### config.mk
export PLATFORM = sky130hd
export DESIGN_NAME = key_sos_trigger_module
export DESIGN_NICKNAME = d
export VERILOG_FILES = /design/src/rtl/key_sos_trigger_module.sv
export SDC_FILE = /design/constraint.sdc
export NUM_CORES = 1
export LEC_CHECK = 0
export CAP_MARGIN = 20
export CORE_ASPECT_RATIO = 1.1
export CORE_UTILIZATION = 24
export DETAILED_ROUTE_END_ITERATION = 10
export SLEW_MARGIN = 30
export SYNTH_ARGS = -nofsm -noshare
export SYNTH_HDL_FRONTEND = slang
export SYNTH_SLANG_ARGS = --single-unit
### constraint.sdc
create_clock -name CLK -period 3.03 [get_ports CLK]
set_input_delay 0.606 -clock CLK [delete_from_list [all_inputs] [get_ports CLK]]
set_output_delay 0.606 -clock CLK [all_outputs]
set_load 0.01 [all_outputs]
### src/rtl/key_sos_trigger_module.sv
// Push-button front end for a downstream SOS generator.
// A debounced press launches REPEAT start/done handshakes separated by idle gaps.
//
// state    | meaning
// ---------+---------------------------------------------------------------
// ST_IDLE  | waiting for a press; msg_cnt holds the previous press's total
// ST_REQ   | start_sig high, waiting for the done_sig pulse
// ST_GAP   | idle gap of GAP_CYCLES between two messages
module key_sos_trigger_module #(
  parameter int unsigned DB_CYCLES  = 1000000,
  parameter int unsigned GAP_CYCLES = 50000000,
  parameter int unsigned REPEAT     = 3
) (
  input  logic       CLK,
  input  logic       RSTn,
  input  logic       key_in,
  input  logic       done_sig,
  output logic       start_sig,
  output logic       busy,
  output logic [3:0] msg_cnt
);

  // The debounce counter only reaches DB_CYCLES-1; the gap timer counts down from GAP_CYCLES-1.
  localparam int unsigned DB_W  = (DB_CYCLES > 1)  ? $clog2(DB_CYCLES)  : 1;
  localparam int unsigned GAP_W = (GAP_CYCLES > 1) ? $clog2(GAP_CYCLES) : 1;
  localparam logic [DB_W-1:0]  DB_LAST  = DB_W'(DB_CYCLES - 1);
  localparam logic [GAP_W-1:0] GAP_LAST = GAP_W'(GAP_CYCLES - 1);
  localparam logic [3:0]       REP_N    = 4'(REPEAT);

  typedef enum logic [1:0] {
    ST_IDLE = 2'd0,
    ST_REQ  = 2'd1,
    ST_GAP  = 2'd2
  } state_t;

  logic             key_meta_q;
  logic             key_sync_q;
  logic [DB_W-1:0]  db_cnt_q;
  logic [DB_W-1:0]  db_cnt_d;
  logic             stable_q;
  logic             stable_d;
  logic             press_q;
  logic             press_d;
  state_t           state_q;
  logic             start_q;
  logic             busy_q;
  logic [3:0]       msg_cnt_q;
  logic [3:0]       msg_inc;
  logic [GAP_W-1:0] gap_cnt_q;

  assign msg_inc = msg_cnt_q + 4'd1;

  // Two-flop synchronizer; resets to the released (high) level.
  always_ff @(posedge CLK or negedge RSTn) begin
    if (!RSTn) begin
      key_meta_q <= 1'b1;
      key_sync_q <= 1'b1;
    end else begin
      key_meta_q <= key_in;
      key_sync_q <= key_meta_q;
    end
  end

  // Debounce next state: accept a new level after DB_CYCLES consecutive differing samples.
  always_comb begin
    db_cnt_d = db_cnt_q;
    stable_d = stable_q;
    press_d  = 1'b0;
    if (key_sync_q == stable_q) begin
      db_cnt_d = '0;
    end else if (db_cnt_q == DB_LAST) begin
      db_cnt_d = '0;
      stable_d = key_sync_q;
      // Only a 1->0 acceptance is a press; release is silent.
      press_d  = ~key_sync_q;
    end else begin
      db_cnt_d = db_cnt_q + DB_W'(1);
    end
  end

  // Debounce registers; press_q is high in the same cycle stable_q first reads 0.
  always_ff @(posedge CLK or negedge RSTn) begin
    if (!RSTn) begin
      db_cnt_q <= '0;
      stable_q <= 1'b1;
      press_q  <= 1'b0;
    end else begin
      db_cnt_q <= db_cnt_d;
      stable_q <= stable_d;
      press_q  <= press_d;
    end
  end

  // Message sequencer with registered outputs.
  always_ff @(posedge CLK or negedge RSTn) begin
    if (!RSTn) begin
      state_q   <= ST_IDLE;
      start_q   <= 1'b0;
      busy_q    <= 1'b0;
      msg_cnt_q <= '0;
      gap_cnt_q <= '0;
    end else begin
      case (state_q)
        ST_IDLE: begin
          // Presses are only seen here, so presses while busy are dropped.
          if (press_q) begin
            state_q   <= ST_REQ;
            start_q   <= 1'b1;
            busy_q    <= 1'b1;
            msg_cnt_q <= '0;
          end
        end
        ST_REQ: begin
          if (done_sig) begin
            msg_cnt_q <= msg_inc;
            start_q   <= 1'b0;
            if (msg_inc < REP_N) begin
              state_q   <= ST_GAP;
              gap_cnt_q <= GAP_LAST;
            end else begin
              state_q <= ST_IDLE;
              busy_q  <= 1'b0;
            end
          end
        end
        ST_GAP: begin
          if (gap_cnt_q == '0) begin
            state_q <= ST_REQ;
            start_q <= 1'b1;
          end else begin
            gap_cnt_q <= gap_cnt_q - GAP_W'(1);
          end
        end
        default: begin
          state_q <= ST_IDLE;
          start_q <= 1'b0;
          busy_q  <= 1'b0;
        end
      endcase
    end
  end

  assign start_sig = start_q;
  assign busy      = busy_q;
  assign msg_cnt   = msg_cnt_q;

endmodule

# Word-level counts from Yosys, hierarchy flattened
# Index checks and enable logic that the tools add are counted.
[word_totals]
latchBits = 0
reg_bits = 58
wordCells = 59
mem_count = 0
mem_bits_rw = 0
mem_bits_ro = 0
[classes]
n_addsub = 3
bitwise = 3
order_cmp = 1
shifts = 0
multipliers = 0
n_mux = 23
div = 0
n_eq_ne = 10
reduce_logical = 9
[ops]
columns = ["op", "count"]
rows = [
  ["26-bit 2-to-1 mux", 3],
  ["26-bit case mux with 2 select lines", 1],
  ["20-bit 2-to-1 mux", 2],
  ["26-bit logical NOT", 1],
  ["26-bit by 1-bit subtractor with 26-bit output, second input constant", 1],
  ["20-bit by 1-bit adder with 20-bit output, second input constant", 1],
  ["20-bit == test, second input constant", 1],
  ["2-bit inequality test, second input constant", 6],
  ["2-bit 2-to-1 mux", 4],
  ["4-bit 2-to-1 mux", 2],
  ["4-bit case mux with 2 select lines", 1],
  ["4-bit AND reduction", 2],
  ["1-bit 2-to-1 mux", 7],
  ["1-bit case mux with 3 select lines", 2],
  ["2-bit case mux with 3 select lines", 1],
  ["3-bit AND reduction", 2],
  ["4-bit by 1-bit adder with 4-bit output, second input constant", 1],
  ["4-bit by 2-bit less-than comparator with 1-bit output, second input constant", 1],
  ["2-bit nonzero test", 2],
  ["1-bit inverter", 3],
  ["2-bit by 1-bit == test with 1-bit output, second input constant", 1],
  ["2-bit == test, second input constant", 1],
  ["2-bit logical NOT", 1],
  ["2-bit AND reduction", 1],
  ["1-bit == test", 1],
]

# Longest topological paths before layout
[depth]
depth_word = 5
ltp_mapped = 9
depth_no_buf = 7

# Worst setup path after synthesis
# No wires, ideal clock.
[synth_path]
path_kind = "register -> register"
from = "reg gap_cnt_q[0]"
to = "reg gap_cnt_q[9]"
arrival_ps = 1793
path_stages_with_launch = 10
setup_slack_ps = 1102
required_time_ps = 2894
path_buffers = 2
path_cell_list = "dfrtp_1 -> inv_1 -> ha_1 -> nor4b_2 -> and4_1 -> buf_6 -> a21o_1 -> buf_6 -> o311ai_1 -> o41ai_1"
[synth_between]
elab_chain_len = 3
elab_cells_between_ends = 6
[synth_lines]
columns = ["item", "line", "text"]
rows = [
  ["from (decl)", "49", "logic [GAP_W-1:0] gap_cnt_q;"],
  ["from (signal assigned)", "131", "gap_cnt_q <= gap_cnt_q - GAP_W'(1);"],
  ["26-bit by 1-bit subtractor with 26-bit output / 26-bit logical NOT (equally long branches)", "131, 127", ""],
  ["26-bit 2-to-1 mux / 2-bit inequality test (equally long branches)", "--", ""],
  ["26-bit case mux with 2 select lines / 4-bit AND reduction (equally long branches)", "--", ""],
]
# Several ways; a longest one is shown, not always the timed one. The select of a mux whose other input is x is not followed.
# A chain may end at the register's enable or synchronous reset.

# Worst setup path in the final report
[layout_path]
from = "reg gap_cnt_q[0]"
to = "reg gap_cnt_q[5]"
# Same word-level chain as after synthesis.

==> flow_summary_export.csv <==
group,metric,value,unit
power,cellPowerDensity,511,nW/µm²
global_routing,antenna_found_initial,0,
final_layout,layout-drive-gt1-share,12.4,%
synth,synthFlopType,"dfrtp_1",
floorplanning,dieArea,13100,µm²
place,dp_cells,461,
setup_path,critPathLaunchType,"register",
clocking,cts_sinks,57,
setup_path,critical_path.max_stage_delay,0.56,ns
hold_path,hold_class,"in2async",
place,place_area,3250,µm²
clocking,cts_setup_buffers,0,
floorplanning,die_h,120,µm
final_layout,design_area,3560,µm²
clocking,cts_tree,"built",
setup_path,worstPathArrival,2.51,ns
clocking,postCtsHoldBufs,0,
final_layout,fin_nets,326,
clocking,insertion_delay,0.32,ns
place,post-dp-hpwl,3.95,mm
setup_path,crit_path_cell_trace,"inv_1, ha_1, nor4b_2, and4_1, a21o_1, or3_1, nand3_1",
power,power.leakage,0.00133,µW
place,gp_congestion,0.777,
synth,synthTopCellsByArea,"dfrtp_1 45%, xnor2_1 4.9%, nor2_1 4.8%",
setup_path,critical_path_class,"reg2reg",
synth,yosysSeqAreaShare,47.2,%
floorplanning,chipWidth,109,µm
setup_path,cp_max_fo,11,
synth,synth_nets,314,
sta,slew-limit-headroom,54.3,%
sta,setup_viol,0,
global_routing,grt_pass1_vias,2255,
sta,finClkSkew,0.00336,ns
synth,avgSynthCellArea,9.91,µm²
routing,wl,5.74,mm
sta,min_period,2.35,ns
setup_path,slowest_stage,"and4_1",
clocking,cts_root_buf,"clkbuf_16",
global_routing,grt_max_degree,42,
global_routing,overflow,0,
synth,syn_area,3030,µm²
job,maxCapViolCount,0,
setup_path,critPathBufInv,1,
synth,yosys_warnings,0,
routing,dr_total_vias,2276,
floorplanning,core_region_area,12200,µm²
clocking,htreeDepth,3,
synth,post-synth-top-count-cell,"dfrtp_1",
synth,synthDistinctLibCells,53,
final_layout,diodes,0,
floorplanning,rows,42,
synth,netlist.area_leader.share,44.6,%
final_layout,instances_no_fill,477,
place,place_ws,0.682,ns
synth,ys_top_cells_by_count,"54 x dfrtp_1, 39 x nor2_1, 31 x nand2_1",
clocking,clk_transition_reported_paths,0.05,ns
sta,worst_pin_slew,0.684,ns
clocking,cts_made_buffers,9,
sta,finalCritPeriodShare,77.5,%
synth,synth_seq_cells,57,
setup_path,worstPathRequired,3.19,ns
routing,drt_iter0_markers,66,
outcome,status,"finished, final reports clean",
setup_path,crit_family,"simple AND/OR/NAND/NOR gates",
sta,whs,0.263,ns
sta,fmax,426,MHz
clocking,cts_resized,0,
final_layout,area_growth,17.2,%
routing,drc,0,
routing,vias_per_cell,4.77,
synth,synthCells,306,
place,port_buffers,9,
sta,hold_viol_final,0,
routing,dr.pass1.iters,4,
global_routing,grt_util_all_layers,10.1,%
power,ir_drop,0.316,mV
global_routing,grt_pass1_wl,10.4,mm
synth,synthArstFlopShare,100,%
sta,fin_tns_setup,0,ns
floorplanning,start_util,24.9,%
synth,synth.largest_area_cell,"dfrtp_1",
setup_path,end_kind,"register",
sta,timing.final.ws_setup,0.682,ns
routing,wl_per_cell,12.0,µm
synth,synth-edff-count,0,
sta,report.final.slew_viol_count,0,
routing,final_antenna_net_count,0,
clocking,ctsLongestPathBuffers,2,
sta,rsz0062_at_grt,"false",
floorplanning,pin_count,10,
## power by group
part	switching (µW)	internal (µW)	leakage [µW]
Sequential	4.61	768	0.000674
Combinational	24.6	9.67	0.000515
Clock	351	659	0.000145
## cells in the final DEF, fill, tap and decap left out, drive strengths merged, types with 2 or more instances in the layout
cell / count
nand4: 7
or3: 2
dfrtp: 54
ha: 4
dfstp: 3
xnor2: 17
nand3: 19
nor3b: 2
a211oi: 2
a31oi: 3
o21ai: 9
a22o: 3
inv: 11
a2111oi: 4
clkinv: 3
nor4b: 5
clkdlybuf4s50: 8
nor3: 12
and3: 4
nand3b: 2
nor4: 9
o22ai: 4
or2: 2
a21o: 2
buf: 3
nand2: 32
a21oi: 13
clkbuf: 10
xor2: 10
nor2: 39
mux2i: 7
and4: 4
clkinvlp: 2
## metal layers
layer	vias up	share of wire, %	track usage [%]
met4	0	0.77	3.75
met2	21	49	16.6
li1	1120	-	-
met1	1133	47	12.3
met3	2	2.3	2.77
met5	-	0	0
## flip-flops by register name, summed over array words and instances, names as in the netlist
register,cells
press_q,1
key_sync_q,1
msg_cnt,4
gap_cnt_q,26
stable_q,1
db_cnt_q,20
busy,1
key_meta_q,1
state_q,2
## worst reg2reg max path: cells and delay by family (launching register included)
kind	cells	cell delay, ns
adder cells (fa/ha/maj)	1	0.25
AND/OR/NAND/NOR	4	1.09
buffers and inverters	1	0.07
AO/OA/AOI/OAI	1	0.39
flip-flops	1	0.40
## stage by stage
stage / utilization [%] / power [µW]
final: 29.2 / 1820
after global routing: 29.2 / 1890
after CTS: 29.1 / 1840
after detailed placement: 26.6 / 821
after global placement: 26.6 / 820
after floorplan: - / 798
## cells by family (layout without fill, tap and decap cells)
family / Yosys count / in the layout / share of synthesized area, %
buffers and inverters: 21 / 38 / 3.96
flip-flops: 57 / 57 / 47.2
XOR/XNOR: 27 / 27 / 7.80
multiplexers: 8 / 8 / 2.68
adder cells (fa/ha/maj): 4 / 4 / 1.65
AO/OA/AOI/OAI: 45 / 45 / 10.6
AND/OR/NAND/NOR: 144 / 144 / 26.2
## final timing paths
check	cells after the start	slack (ns)	to	from
max	7	0.68	gap_cnt_q[5]	gap_cnt_q[0]
min	1	0.26	gap_cnt_q[14]	RSTn
max reg2reg	7	0.68	gap_cnt_q[5]	gap_cnt_q[0]
min reg2reg	0	0.36	key_sync_q	key_meta_q
max in group asynchronous	2	2.14	key_meta_q	RSTn
min in group CLK	0	0.36	key_sync_q	key_meta_q
## area by class of cell
class / count / area (µm²)
fillers: 1283 / 8640
clock inverters: 6 / 67.6
well taps: 154 / 193
inverters: 11 / 41.3
repair buffers: 11 / 103
multi-input cells: 228 / 1480
flip-flops and latches: 57 / 1430
clock buffers: 10 / 239
Note: power is estimated with default switching activity, not from simulation.
